===== config.mk =====
export PLATFORM = sky130hd
export DESIGN_NAME = mem_stage_lsu_flat
export DESIGN_NICKNAME = d
export VERILOG_FILES = /design/src/rtl/mem_stage_lsu_if.sv /design/src/rtl/mem_stage_lsu.sv /design/src/flat_wrapper.sv
export SDC_FILE = /design/constraint.sdc
export NUM_CORES = 1
export LEC_CHECK = 0
export ABC_AREA = 1
export CELL_PAD_IN_SITES_DETAIL_PLACEMENT = 1
export CELL_PAD_IN_SITES_GLOBAL_PLACEMENT = 1
export CORE_ASPECT_RATIO = 1.25
export CORE_MARGIN = 4
export CORE_UTILIZATION = 29
export CTS_BUF_LIST = sky130_fd_sc_hd__clkbuf_4
export CTS_CLUSTER_SIZE = 20
export DETAILED_ROUTE_END_ITERATION = 12
export MAX_ROUTING_LAYER = met4
export PLACE_DENSITY_LB_ADDON = 0.1
export SLEW_MARGIN = 30
export SYNTH_ARGS = -nofsm -noshare
export SYNTH_HDL_FRONTEND = slang
export SYNTH_SLANG_ARGS = --single-unit
export TNS_END_PERCENT = 1

===== constraint.sdc =====
create_clock -name clk -period 5.2 [get_ports clk]
set_input_delay 1.3 -clock clk [delete_from_list [all_inputs] [get_ports clk]]
set_output_delay 1.3 -clock clk [all_outputs]
set_load 0.02 [all_outputs]

===== src/rtl/mem_stage_lsu_if.sv =====
// Data-memory request/acknowledge bus between the memory stage (master) and the data memory (slave).
interface mem_stage_lsu_if;
  logic        dmem_req;
  logic        dmem_we;
  logic [63:0] dmem_addr;
  logic [63:0] dmem_wdata;
  logic [7:0]  dmem_wstrb;
  logic        dmem_ack;
  logic [63:0] dmem_rdata;

  modport master (
    output dmem_req, dmem_we, dmem_addr, dmem_wdata, dmem_wstrb,
    input  dmem_ack, dmem_rdata
  );

  modport slave (
    input  dmem_req, dmem_we, dmem_addr, dmem_wdata, dmem_wstrb,
    output dmem_ack, dmem_rdata
  );
endinterface


===== src/rtl/mem_stage_lsu.sv =====
// RV64 memory stage + MEM/WB register: store lane alignment, load extension, bus timeout, WB capture.
// Optional: define MEM_MISALIGN_TRAP_EN to suppress misaligned accesses and flag them on wb_err.
module mem_stage_lsu #(
  parameter int unsigned TIMEOUT = 16
) (
  input  logic                 clk,
  input  logic                 reset,
  input  logic [63:0]          pc_in,
  input  logic [2:0]           func3_in,
  input  logic [63:0]          alu_result_in,
  input  logic [63:0]          alu_input2_in,
  input  logic [4:0]           rd_in,
  input  logic                 RegWrite_in,
  input  logic                 MemRead_in,
  input  logic                 MemWrite_in,
  input  logic                 MemReg_in,
  input  logic                 Jump_in,
  mem_stage_lsu_if.master      dmem,
  output logic                 stall_m,
  output logic [63:0]          wb_data,
  output logic [4:0]           wb_rd,
  output logic                 wb_RegWrite,
  output logic                 wb_err
);

  localparam int unsigned CNT_W = 8;

  typedef enum logic [0:0] {S_IDLE = 1'b0, S_BUSY = 1'b1} state_e;

  state_e             state_q, state_d;
  logic [CNT_W-1:0]   cnt_q, cnt_d;

  logic [2:0]  off;
  logic        mem_op;
  logic        misalign;
  logic        access;
  logic        timeout_hit;
  logic [7:0]  lane_mask;
  logic [63:0] rdata_sh;
  logic [63:0] load_val;
  logic [63:0] wb_sel;

  logic [63:0] wb_data_q;
  logic [4:0]  wb_rd_q;
  logic        wb_regwrite_q;
  logic        wb_err_q;

  assign off    = alu_result_in[2:0];
  assign mem_op = MemRead_in | MemWrite_in;

  // Natural-alignment check; only acts when the trap feature is built in
  always_comb begin
    misalign = 1'b0;
`ifdef MEM_MISALIGN_TRAP_EN
    case (func3_in[1:0])
      2'b00:   misalign = 1'b0;
      2'b01:   misalign = off[0];
      2'b10:   misalign = |off[1:0];
      default: misalign = |off;
    endcase
    misalign = misalign & mem_op;
`endif
  end

  assign access = mem_op & ~misalign;

  // State and timeout counter register
  always_ff @(posedge clk) begin
    if (reset) begin
      state_q <= S_IDLE;
      cnt_q   <= '0;
    end else begin
      state_q <= state_d;
      cnt_q   <= cnt_d;
    end
  end

  // Next state: a non-zero-wait access parks in BUSY until ack or timeout
  always_comb begin
    state_d = state_q;
    cnt_d   = cnt_q;
    case (state_q)
      S_IDLE: begin
        if (access && !dmem.dmem_ack) begin
          state_d = S_BUSY;
          cnt_d   = '0;
        end
      end
      S_BUSY: begin
        if (dmem.dmem_ack || timeout_hit || !access) begin
          state_d = S_IDLE;
          cnt_d   = '0;
        end else begin
          cnt_d = cnt_q + CNT_W'(1);
        end
      end
      default: begin
        state_d = S_IDLE;
        cnt_d   = '0;
      end
    endcase
  end

  // FSM outputs; ack beats timeout when both land in the same cycle
  always_comb begin
    timeout_hit   = 1'b0;
    stall_m       = 1'b0;
    dmem.dmem_req = 1'b0;
    if (state_q == S_BUSY && !dmem.dmem_ack && cnt_q == CNT_W'(TIMEOUT - 1)) begin
      timeout_hit = 1'b1;
    end
    stall_m       = access & ~dmem.dmem_ack & ~timeout_hit;
    dmem.dmem_req = access & ~reset & ~timeout_hit;
  end

  always_comb begin
    case (func3_in[1:0])
      2'b00:   lane_mask = 8'h01;
      2'b01:   lane_mask = 8'h03;
      2'b10:   lane_mask = 8'h0F;
      default: lane_mask = 8'hFF;
    endcase
  end

  assign dmem.dmem_we    = MemWrite_in;
  assign dmem.dmem_addr  = {alu_result_in[63:3], 3'b000};
  assign dmem.dmem_wdata = alu_input2_in << {off, 3'b000};
  assign dmem.dmem_wstrb = (MemWrite_in && !misalign) ? (lane_mask << off) : 8'h00;

  // Load extraction and extension
  assign rdata_sh = dmem.dmem_rdata >> {off, 3'b000};

  always_comb begin
    case (func3_in)
      3'b000:  load_val = {{56{rdata_sh[7]}},  rdata_sh[7:0]};
      3'b001:  load_val = {{48{rdata_sh[15]}}, rdata_sh[15:0]};
      3'b010:  load_val = {{32{rdata_sh[31]}}, rdata_sh[31:0]};
      3'b011:  load_val = rdata_sh;
      3'b100:  load_val = {56'd0, rdata_sh[7:0]};
      3'b101:  load_val = {48'd0, rdata_sh[15:0]};
      3'b110:  load_val = {32'd0, rdata_sh[31:0]};
      default: load_val = 64'd0;
    endcase
  end

  assign wb_sel = Jump_in   ? (pc_in + 64'd4) :
                  MemReg_in ? (timeout_hit ? 64'd0 : load_val) :
                              alu_result_in;

  // MEM/WB register: stalled cycles become bubbles with data held
  always_ff @(posedge clk) begin
    if (reset) begin
      wb_data_q     <= '0;
      wb_rd_q       <= '0;
      wb_regwrite_q <= 1'b0;
      wb_err_q      <= 1'b0;
    end else if (stall_m) begin
      wb_rd_q       <= '0;
      wb_regwrite_q <= 1'b0;
      wb_err_q      <= 1'b0;
    end else begin
      wb_data_q     <= wb_sel;
      wb_rd_q       <= rd_in;
      wb_regwrite_q <= RegWrite_in & ~misalign;
      wb_err_q      <= timeout_hit | misalign;
    end
  end

  assign wb_data     = wb_data_q;
  assign wb_rd       = wb_rd_q;
  assign wb_RegWrite = wb_regwrite_q;
  assign wb_err      = wb_err_q;

endmodule


===== src/flat_wrapper.sv =====
// flat-port wrapper written by rule: the top's interface ports become plain ports
module mem_stage_lsu_flat 
#(
  parameter int unsigned TIMEOUT = 16
)
  (clk, reset, pc_in, func3_in, alu_result_in, alu_input2_in, rd_in, RegWrite_in, MemRead_in, MemWrite_in, MemReg_in, Jump_in, stall_m, wb_data, wb_rd, wb_RegWrite, wb_err, dmem_dmem_req, dmem_dmem_we, dmem_dmem_addr, dmem_dmem_wdata, dmem_dmem_wstrb, dmem_dmem_ack, dmem_dmem_rdata);
  mem_stage_lsu_if dmem_i ();
  input  logic clk;
  input  logic reset;
  input  logic [63:0] pc_in;
  input  logic [2:0] func3_in;
  input  logic [63:0] alu_result_in;
  input  logic [63:0] alu_input2_in;
  input  logic [4:0] rd_in;
  input  logic RegWrite_in;
  input  logic MemRead_in;
  input  logic MemWrite_in;
  input  logic MemReg_in;
  input  logic Jump_in;
  output logic stall_m;
  output logic [63:0] wb_data;
  output logic [4:0] wb_rd;
  output logic wb_RegWrite;
  output logic wb_err;
  output wire logic [$bits(dmem_i.dmem_req)-1:0] dmem_dmem_req;
  output wire logic [$bits(dmem_i.dmem_we)-1:0] dmem_dmem_we;
  output wire logic [$bits(dmem_i.dmem_addr)-1:0] dmem_dmem_addr;
  output wire logic [$bits(dmem_i.dmem_wdata)-1:0] dmem_dmem_wdata;
  output wire logic [$bits(dmem_i.dmem_wstrb)-1:0] dmem_dmem_wstrb;
  input wire logic [$bits(dmem_i.dmem_ack)-1:0] dmem_dmem_ack;
  input wire logic [$bits(dmem_i.dmem_rdata)-1:0] dmem_dmem_rdata;
  assign dmem_dmem_req = dmem_i.dmem_req;
  assign dmem_dmem_we = dmem_i.dmem_we;
  assign dmem_dmem_addr = dmem_i.dmem_addr;
  assign dmem_dmem_wdata = dmem_i.dmem_wdata;
  assign dmem_dmem_wstrb = dmem_i.dmem_wstrb;
  assign dmem_i.dmem_ack = dmem_dmem_ack;
  assign dmem_i.dmem_rdata = dmem_dmem_rdata;
  mem_stage_lsu #(.TIMEOUT(TIMEOUT)) u_core (.clk(clk), .reset(reset), .pc_in(pc_in), .func3_in(func3_in), .alu_result_in(alu_result_in), .alu_input2_in(alu_input2_in), .rd_in(rd_in), .RegWrite_in(RegWrite_in), .MemRead_in(MemRead_in), .MemWrite_in(MemWrite_in), .MemReg_in(MemReg_in), .Jump_in(Jump_in), .dmem(dmem_i), .stall_m(stall_m), .wb_data(wb_data), .wb_rd(wb_rd), .wb_RegWrite(wb_RegWrite), .wb_err(wb_err));
endmodule

==> results of run 1 <==
[metal layers]
metal | global-route usage, % | vias up | wire length, microns | part of all wire [%]
met1 | 38.2 | 6878 | 25600 | 41
li1 | - | 6854 | - | -
met2 | 54.7 | 488 | 30300 | 49
met3 | 3.63 | 86 | 3360 | 5.4
met4 | 12.2 | 0 | 2580 | 4.2
met5 | - | - | 0 | 0
[final cells by class]
type | count | area (sq um) | area share [%]
flip-flops and latches | 80 | 1600 | 10.7
inverters | 132 | 495 | 3.31
well taps | 468 | 586 | 3.91
clock buffers | 10 | 75.1 | 0.501
clock inverters | 6 | 83.8 | 0.559
repair buffers | 508 | 5030 | 33.6
diodes | 4 | 10.0 | 0.0668
multi-input cells | 1531 | 7110 | 47.4
[worst max-delay path, cell delays in order]
cell	delay, ns
buf_4	0.19
inv_2	0.19
buf_4	0.33
nand2_1	0.09
nand2_1	0.08
nand2_1	0.05
o21ai_0	0.09
inv_1	0.08
o21ai_0	0.20
clkdlybuf4s50_1	0.65
[flip-flops by register name (all words and copies together) (netlist names)]
register / flops
u_core.cnt_q: 8
u_core.wb_RegWrite: 1
u_core.wb_rd: 5
u_core.wb_err: 1
u_core.state_q: 1
u_core.wb_data: 64
[placed cells by master (no fill, tap or decap), drive strengths merged, types with 2 or more instances in the layout]
master	count
a21boi	2
a21oi	114
a22oi	3
buf	34
bufinv	2
clkbuf	10
clkdlybuf4s50	474
clkinv	2
clkinvlp	2
conb	3
dfxtp	80
diode	4
ha	2
inv	132
mux2i	25
nand2	674
nand3	152
nand3b	5
nand4	20
nor2	183
nor3	36
nor3b	5
o211ai	13
o21ai	219
o221ai	4
o22ai	10
o31ai	2
or2	15
xnor2	17
xor2	22
[metrics by stage]
stage | std cells | setup slack [ns]
finish | 2739 | 0.639
CTS | 2735 | 0.653
floorplan | 1919 | 1.10
detailed placement | 2719 | 0.652
global placement | 2719 | 0.669
global route | 2739 | 0.494
[power groups by stage]
stage                     registers, uW  logic, uW  clock network, uW
after floorplan                     745        581                  0
after global placement              697       1280                  0
after detailed placement            699       1290                  0
after CTS                           686       1300                462
after global routing                692       1390                483
final                               686       1300                453
[logic make-up after synthesis]
group / count (synthesis) / share of synthesized area [%]
buffers and inverters: 308 / 14.4
DFF: 80 / 15.8
xor gates and xnor gates: 39 / 3.36
and+or+nand+nor: 1091 / 44.6
other: 1 / 0.0369
adders and majority gates: 2 / 0.246
muxes: 25 / 2.46
AOI/OAI and AO/OA: 371 / 19.1
[worst max-delay path by stage]
stage	startpoint	end	slack, ns	depth (start not counted)
after floorplan	alu_result_in[0]	dmem_dmem_wdata[61]	1.10	8
after CTS	alu_result_in[0]	dmem_dmem_wdata[53]	0.65	10
after global routing	alu_result_in[0]	dmem_dmem_wdata[53]	0.49	10
final	alu_result_in[0]	dmem_dmem_wdata[53]	0.64	10
after global placement	alu_result_in[0]	dmem_dmem_wdata[35]	0.67	5
after detailed placement	alu_result_in[0]	dmem_dmem_wdata[53]	0.65	10
==> impl_metrics.yaml, run 1 <==
hold_path:
  hold_path_startpoint: "u_core.wb_data[35]"
  timing.hold.worst_endpoint: "u_core.wb_data[35]"
  min_delay_path_depth: 2
  min-delay-path-class: "reg2reg"
pwr:
  swShare_pct: 42.6
  cellInternalPower_uw: 1400
  switching_pwr_uw: 1040
  part_of_the_power_in_the_clock_network_pct: 18.6
  power.share.sequential_pct: 28.1
  design_power_total_uw: 2440
  cellPowerDensity_nw_per_um2: 163
  vdd_drop_max_mv: 0.113
  total_leakage_power_uw: 0.00639
  share_comb_of_total_power_pct: 53.3
detailed_routing:
  drcViolationCount: 0
  initialDrtViolationCount: 1103
  routed-via-count: 14300
  drt-vias-per-instance: 5.22
  firstDrtPassIters: 5
  antenna_violating_nets_post_route: 0
  wire_per_inst_microns: 22.6
  route.final.wire_length_microns: 61900
sta:
  skew_ns: 0.0231
  tightestPinTransition_ns: 1.08
  final.min_clock_period_ns: 4.56
  min_period_over_period_pct: 87.7
  clock.fmax_ghz: 0.219
  final_hold_viol_count: 0
  finalSetupViolCount: 0
  final.setup.tns_ns: 0
  worst_hold_slack_ns: 0.463
  rsz0062_at_grt: "false"
  relSlewSlack_pct: 27.3
  maxSlewViolCount: 0
setup_path:
  crit_required_ns: 3.90
  worstPathArrival_ns: 3.26
  worstSetupStartpointType: "input pin"
  ff_to_ff_end: "u_core.wb_data[11]"
  r2r_cells: 15
  critPathKind: "in2out"
  ff2ff_setup_slack_ns: 2.13
  critical_path_peak_fanout: 29
  timing.rr.start: "u_core.cnt_q[0]"
  endpoint_kind: "output pin"
cts:
  cts_tree: "done"
  clk_path_buf_depth: 2
  worstSkewPairLatency_ns: 0.52
  clock_root_buffer_master: "clkbuf_4"
  cts.sinks: 80
  post_cts_resize_count: 0
  cts-buffers-inserted: 9
  htree_levels: 3
  cts.reportedPaths.clkPinSlew_ns: 0.13
  cts_setup_buffers: 0
  cts_hold_repair.buffers: 0
run:
  maxCapViolCount: 0
synthesis:
  netlist-cell-type-count: 40
  ys_async_rst_share_pct: 0
  syn-instance-count: 1917
  synth_area_per_cell_sq_um: 5.30
  synth_top_cell_area_share_pct: 24.8
  synth-warning-count: 0
  synthTopCellsByCount: "671 x nand2_1, 195 x o21ai_0, 177 x nor2_1, 148 x nand3_1, 125 x inv_1"
  number_of_enable_type_register_cells_in_the_synthesized_netlist: 0
  yosys.cell_count.top_type: "nand2_1"
  yosys_register_bits: 80
  synth_top_cell_by_area: "nand2_1"
  seq_area_frac_synth_pct: 15.8
  synth_area_sq_um: 10200
  synthFlopType: "dfxtp_1"
  yosys-top-cells-area: "nand2_1 25%, dfxtp_1 16%, o21ai_0 9.6%"
place:
  port-buffer-count: 478
  hpwl_microns: 51700
  placement.cell_area_sq_um: 14800
  routabilityCongestion: 0.961
grt:
  groute.usage.overall_pct: 31.8
  antenna_found_initial: 3
  first_global_vias: 14600
  grt-ovfl-total: 0
  global_route_wire_length_before_repair_microns: 91200
  grt_max_degree: 64
floorplan:
  fp.dieW_microns: 175
  io_pins: 482
  starting_density_of_the_core_pct: 29.4
  dieHeight_microns: 217
  dieArea_sq_um: 38100
  rows: 76
  core_sq_um: 34500
finish:
  fillCellCount: 4733
  final_net_count: 2536
  postLayoutCoreUtil_pct: 43.4
  fraction_of_final_layout_cells_with_drive_strength_greater_than_1_pct: 3.84
  syn_to_final_growth_pct: 47.5
  layout.cell_area.non_filler_sq_um: 15000
status:
  outcome: "complete, no violations"
Power figures use the tool's default switching activity.
==> run 2: changes to the inputs <==
Settings changed: CORE_UTILIZATION 29 to 27.
Clock period 5.2 ns to 5.05 ns, I/O delays scaled along.
==> run 2 against run 1 <==
  * Critical path depth shrank 3
  * Setup slack lost 0.050 ns
  * Wire length shrank 0.14%
  * Global-route usage shrank 2.1 points
  * Critical endpoint is now dmem_dmem_wstrb[6]
  * Largest cell class unchanged
==> impl_metrics.yaml, run 2 (synthesis results as in run 1) <==
finish:
  final_cell_mix: "671 x nand2_1, 474 x clkdlybuf4s50_1, 195 x o21ai_0, 175 x nor2_1, 148 x nand3_1"
  regArea_sq_um: 1600
  layout.cell_area.non_filler_sq_um: 15000
  largest_reg_flops: 64
  fillCellCount: 5062
  final_net_count: 2534
  fraction_of_final_layout_cells_with_drive_strength_greater_than_1_pct: 3.62
  syn_to_final_growth_pct: 47.2
  layout_commonest_cell: "nand2_1"
  postLayoutCoreUtil_pct: 40.2
  multiInputGateArea_sq_um: 7110
sta:
  clock.fmax_ghz: 0.224
  maxSlewViolCount: 0
  final_hold_viol_count: 0
  rsz0062_at_grt: "false"
  final.min_clock_period_ns: 4.46
  tightestPinTransition_ns: 0.918
  relSlewSlack_pct: 38.8
  skew_ns: 0.0201
  finalSetupViolCount: 0
  final.setup.tns_ns: 0
  min_period_over_period_pct: 88.3
floorplan:
  core_sq_um: 37200
  starting_density_of_the_core_pct: 27.3
  dieHeight_microns: 225
  dieArea_sq_um: 40800
  rows: 79
  fp.dieW_microns: 182
  io_pins: 482
setup_path:
  worst_path_dominant_cell_family: "buffers and inverters"
  critical_path_peak_fanout: 4
  timing.critical_path.slowest_cell_delay_ns: 0.69
  r2r_cells: 15
  timing.critical_path.cells: "clkdlybuf4s50_1 -> inv_1 -> nor3_1 -> a21oi_1 -> a21o_1 -> inv_1 -> clkdlybuf4s50_1"
  worstPathArrival_ns: 3.20
  worstSetupStartpointType: "input pin"
  timing.critical_path.slowest_stage_cell: "clkdlybuf4s50_1"
  crit_required_ns: 3.79
  cp_num_cells: 7
  critPathKind: "in2out"
  endpoint_kind: "output pin"
  wp_buf_inv: 4
grt:
  grt_max_degree: 98
  antenna_found_initial: 1
  groute.usage.overall_pct: 29.7
  first_global_vias: 14600
  grt-ovfl-total: 0
  global_route_wire_length_before_repair_microns: 91400
cts:
  cts_hold_repair.buffers: 0
  cts_tree: "done"
  worstSkewPairLatency_ns: 0.52
  cts-buffers-inserted: 9
  clk_path_buf_depth: 2
  post_cts_resize_count: 0
  clock_root_buffer_master: "clkbuf_4"
  cts.reportedPaths.clkPinSlew_ns: 0.13
  cts.sinks: 80
  htree_levels: 3
  cts_setup_buffers: 0
detailed_routing:
  firstDrtPassIters: 4
  initialDrtViolationCount: 961
  routed-via-count: 14100
  antenna_violating_nets_post_route: 0
  wire_per_inst_microns: 22.4
  drt-vias-per-instance: 5.13
  drcViolationCount: 0
  route.final.wire_length_microns: 61800
pwr:
  total_leakage_power_uw: 0.00637
  share_comb_of_total_power_pct: 54.8
  cellPowerDensity_nw_per_um2: 163
  design_power_total_uw: 2440
  switching_pwr_uw: 1060
  cellInternalPower_uw: 1390
  power.share.sequential_pct: 28.8
  vdd_drop_max_mv: 0.115
  part_of_the_power_in_the_clock_network_pct: 16.4
  swShare_pct: 43.2
hold_path:
  min-delay-path-class: "reg2reg"
  min_delay_path_depth: 2
place:
  routabilityCongestion: 0.957
  hpwl_microns: 51400
  port-buffer-count: 478
  placement.cell_area_sq_um: 14800
status:
  outcome: "complete, no violations"
run:
  maxCapViolCount: 0
-- run 2: final timing paths --
| path | start | to | slack, ns |
|---|---|---|---|
| worst max-delay path | MemWrite_in | dmem_dmem_wstrb[6] | 0.59 |
| worst min-delay path | u_core.wb_data[33] | u_core.wb_data[33] | 0.47 |
| worst max register to register | u_core.cnt_q[0] | u_core.wb_data[29] | 2.26 |
| worst min register to register | u_core.wb_data[33] | u_core.wb_data[33] | 0.47 |
-- run 2: tightest hold or removal path, stage by stage, from the launching register on --
cell and delay, ns:
dfxtp_1 0.33, nand2_1 0.06, nand2_1 0.05
-- run 2: cell type report --
type / instances / area share (%)
flip-flops and latches: 80 / 10.7
clock inverters: 6 / 0.335
clock buffers: 10 / 0.502
inverters: 132 / 3.31
repair buffers: 506 / 33.5
well taps: 486 / 4.07
diodes: 2 / 0.0335
multi-input cells: 1531 / 47.5
-- run 2: through the flow --
step | std cells | hold WS, ns | setup slack [ns]
6_report | 2753 | 0.466 | 0.589
5_1_grt | 2752 | 0.479 | 0.496
4_1_cts | 2751 | 0.471 | 0.547
3_5_place_dp | 2735 | 0.442 | 0.548
3_3_place_gp | 2735 | 0.441 | 0.532
2_1_floorplan | 1919 | 0.461 | 1.02
-- run 2: power groups by stage --
stage | Clock, uW | Combinational (uW) | Sequential [uW]
2_1_floorplan | 0 | 599 | 768
3_3_place_gp | 0 | 1330 | 717
3_5_place_dp | 0 | 1340 | 718
4_1_cts | 414 | 1340 | 705
5_1_grt | 436 | 1440 | 710
6_report | 400 | 1340 | 705
-- run 2: per-layer routing --
metal	track usage [%]	vias up	wire length, microns
li1	-	6844	-
met1	35.4	6761	25800
met2	53.5	445	31600
met3	2.74	66	2650
met4	8.21	0	1730
met5	-	-	0
==> run 3: changes to the inputs <==
Settings changed: CAP_MARGIN set to 30, REMOVE_ABC_BUFFERS set to 1.
==> run 3 against run 2 <==
  * Non-clock buffer count rose by 4
  * Global-route usage fell by 0.59 points
  * Total power rose by 1.9%
  * First-iteration DRC count fell by 38%
  * Highest routed layer unchanged
==> impl_metrics.yaml, run 3 (synthesis results as in run 1) <==
status:
  outcome: "complete, no violations"
sta:
  finalSetupViolCount: 0
  min_period_over_period_pct: 89.0
  final_hold_viol_count: 0
  clock.fmax_ghz: 0.223
  relSlewSlack_pct: 38.1
  tightestPinTransition_ns: 0.928
  rsz0062_at_grt: "false"
  final.setup.tns_ns: 0
  final.min_clock_period_ns: 4.49
  skew_ns: 0.0269
  maxSlewViolCount: 0
cts:
  post_cts_resize_count: 0
  cts.sinks: 80
  worstSkewPairLatency_ns: 0.56
  cts_hold_repair.buffers: 0
  htree_levels: 3
  cts_tree: "done"
  clock_root_buffer_master: "clkbuf_4"
  cts-buffers-inserted: 9
  clk_path_buf_depth: 2
  cts.reportedPaths.clkPinSlew_ns: 0.14
  cts_setup_buffers: 0
finish:
  layout_commonest_cell: "nand2_1"
  postLayoutCoreUtil_pct: 40.4
  syn_to_final_growth_pct: 47.6
  largest_reg_flops: 64
  fraction_of_final_layout_cells_with_drive_strength_greater_than_1_pct: 4.14
  final_net_count: 2538
  final_cell_mix: "671 x nand2_1, 472 x clkdlybuf4s50_1, 195 x o21ai_0, 174 x nor2_1, 148 x nand3_1"
  layout.cell_area.non_filler_sq_um: 15000
place:
  port-buffer-count: 478
  placement.cell_area_sq_um: 14800
  hpwl_microns: 50700
  routabilityCongestion: 0.977
setup_path:
  ff_to_ff_end: "u_core.wb_data[30]"
  critPathKind: "in2out"
  crit_top_cell: "o21ai_0"
  ff2ff_setup_slack_ns: 2.32
  timing.critical_path.slowest_cell_delay_ns: 0.68
  worstPathArrival_ns: 3.23
  r2r_cells: 15
  timing.rr.start: "u_core.cnt_q[0]"
  crit_required_ns: 3.79
  timing.critical_path.slowest_stage_cell: "clkdlybuf4s50_1"
  endpoint_kind: "output pin"
  critical_path_peak_fanout: 2
  timing.critical_path.cells: "clkdlybuf4s50_1 -> inv_1 -> o21ai_0 -> o21ai_0 -> o21ai_0 -> clkdlybuf4s50_1"
  worstSetupStartpointType: "input pin"
floorplan:
  rows: 79
  io_pins: 482
  dieArea_sq_um: 40800
  core_sq_um: 37200
  starting_density_of_the_core_pct: 27.3
  dieHeight_microns: 225
  fp.dieW_microns: 182
pwr:
  total_leakage_power_uw: 0.00640
  vdd_drop_max_mv: 0.182
  cellPowerDensity_nw_per_um2: 166
detailed_routing:
  routed-via-count: 13900
  firstDrtPassIters: 5
  wire_per_inst_microns: 22.0
  route.final.wire_length_microns: 60600
  drt-vias-per-instance: 5.05
  drcViolationCount: 0
  antenna_violating_nets_post_route: 0
  initialDrtViolationCount: 600
grt:
  met1_usage_pct: 33.4
  globalRoute.busiestLayer: "met2"
  global_route_wire_length_before_repair_microns: 89400
  met3_track_utilization_from_global_routing_pct: 4.39
  groute.usage.overall_pct: 29.1
  antenna_found_initial: 3
  grt_max_degree: 79
  grt-ovfl-total: 0
  first_global_vias: 14200
  gr-usage-met2_pct: 53.1
run:
  maxCapViolCount: 0
hold_path:
  hold_path_startpoint: "u_core.wb_data[24]"
  timing.hold.worst_endpoint: "u_core.wb_data[24]"
  min_delay_path_depth: 2
  min-delay-path-class: "reg2reg"
-- run 3: changes by cell type in the layout (fill, tap and decap cells not counted), sizes merged --
cell           previous run  this run
buf                      32        38
clkinv                    5         1
inv                     132       136
clkdlybuf4s50           474       472
clkbuf                   10         9
clkinvlp                  0         1
diode                     2         3
-- run 3: worst max-delay path by stage --
stage,startpoint,end
2_1_floorplan,alu_result_in[2],dmem_dmem_wstrb[0]
3_3_place_gp,alu_input2_in[5],dmem_dmem_wdata[61]
3_5_place_dp,alu_input2_in[5],dmem_dmem_wdata[61]
4_1_cts,alu_input2_in[5],dmem_dmem_wdata[61]
5_1_grt,func3_in[0],dmem_dmem_wstrb[4]
6_report,alu_input2_in[5],dmem_dmem_wdata[61]
-- run 3: layout make-up --
class	count	area (sq um)
fill	5062	22200
tap	486	608
multi-input combinational	1531	7110
clock inverter	7	83.8
sequential	80	1600
antenna	3	7.51
clock buffer	9	67.6
inverter	132	495
timing repair buffer	510	5030
-- run 3: per-stage QoR --
stage	setup WS, ns	cells	hold WS, ns	total power [uW]
after floorplan	0.643	1743	0.457	1230
after global placement	0.575	2739	0.438	2030
after detailed placement	0.540	2739	0.438	2040
after CTS	0.535	2755	0.463	2520
after global routing	0.497	2758	0.491	2640
final	0.556	2758	0.461	2490
-- run 3: worst max-delay path, delay by kind of cell --
kind | cells | cell delay [ns]
buffers and inverters | 3 | 1.24
AO/OA/AOI/OAI | 3 | 0.72
-- run 3: where the power goes --
| part | internal, uW | switching (uW) | total [uW] | leakage (uW) |
|---|---|---|---|---|
| clock network | 160 | 311 | 471 | 0.0000795 |
| registers | 678 | 25.7 | 703 | 0.000661 |
| logic | 562 | 755 | 1320 | 0.00566 |
| total | 1400 | 1090 | 2490 | 0.00640 |
-- run 3: layer usage --
metal	wire length [microns]	part of all wire [%]	up-vias
li1	-	-	6854
met1	24800	41	6603
met2	31300	52	416
met3	2950	4.9	55
met4	1520	2.5	0
met5	0	0	-
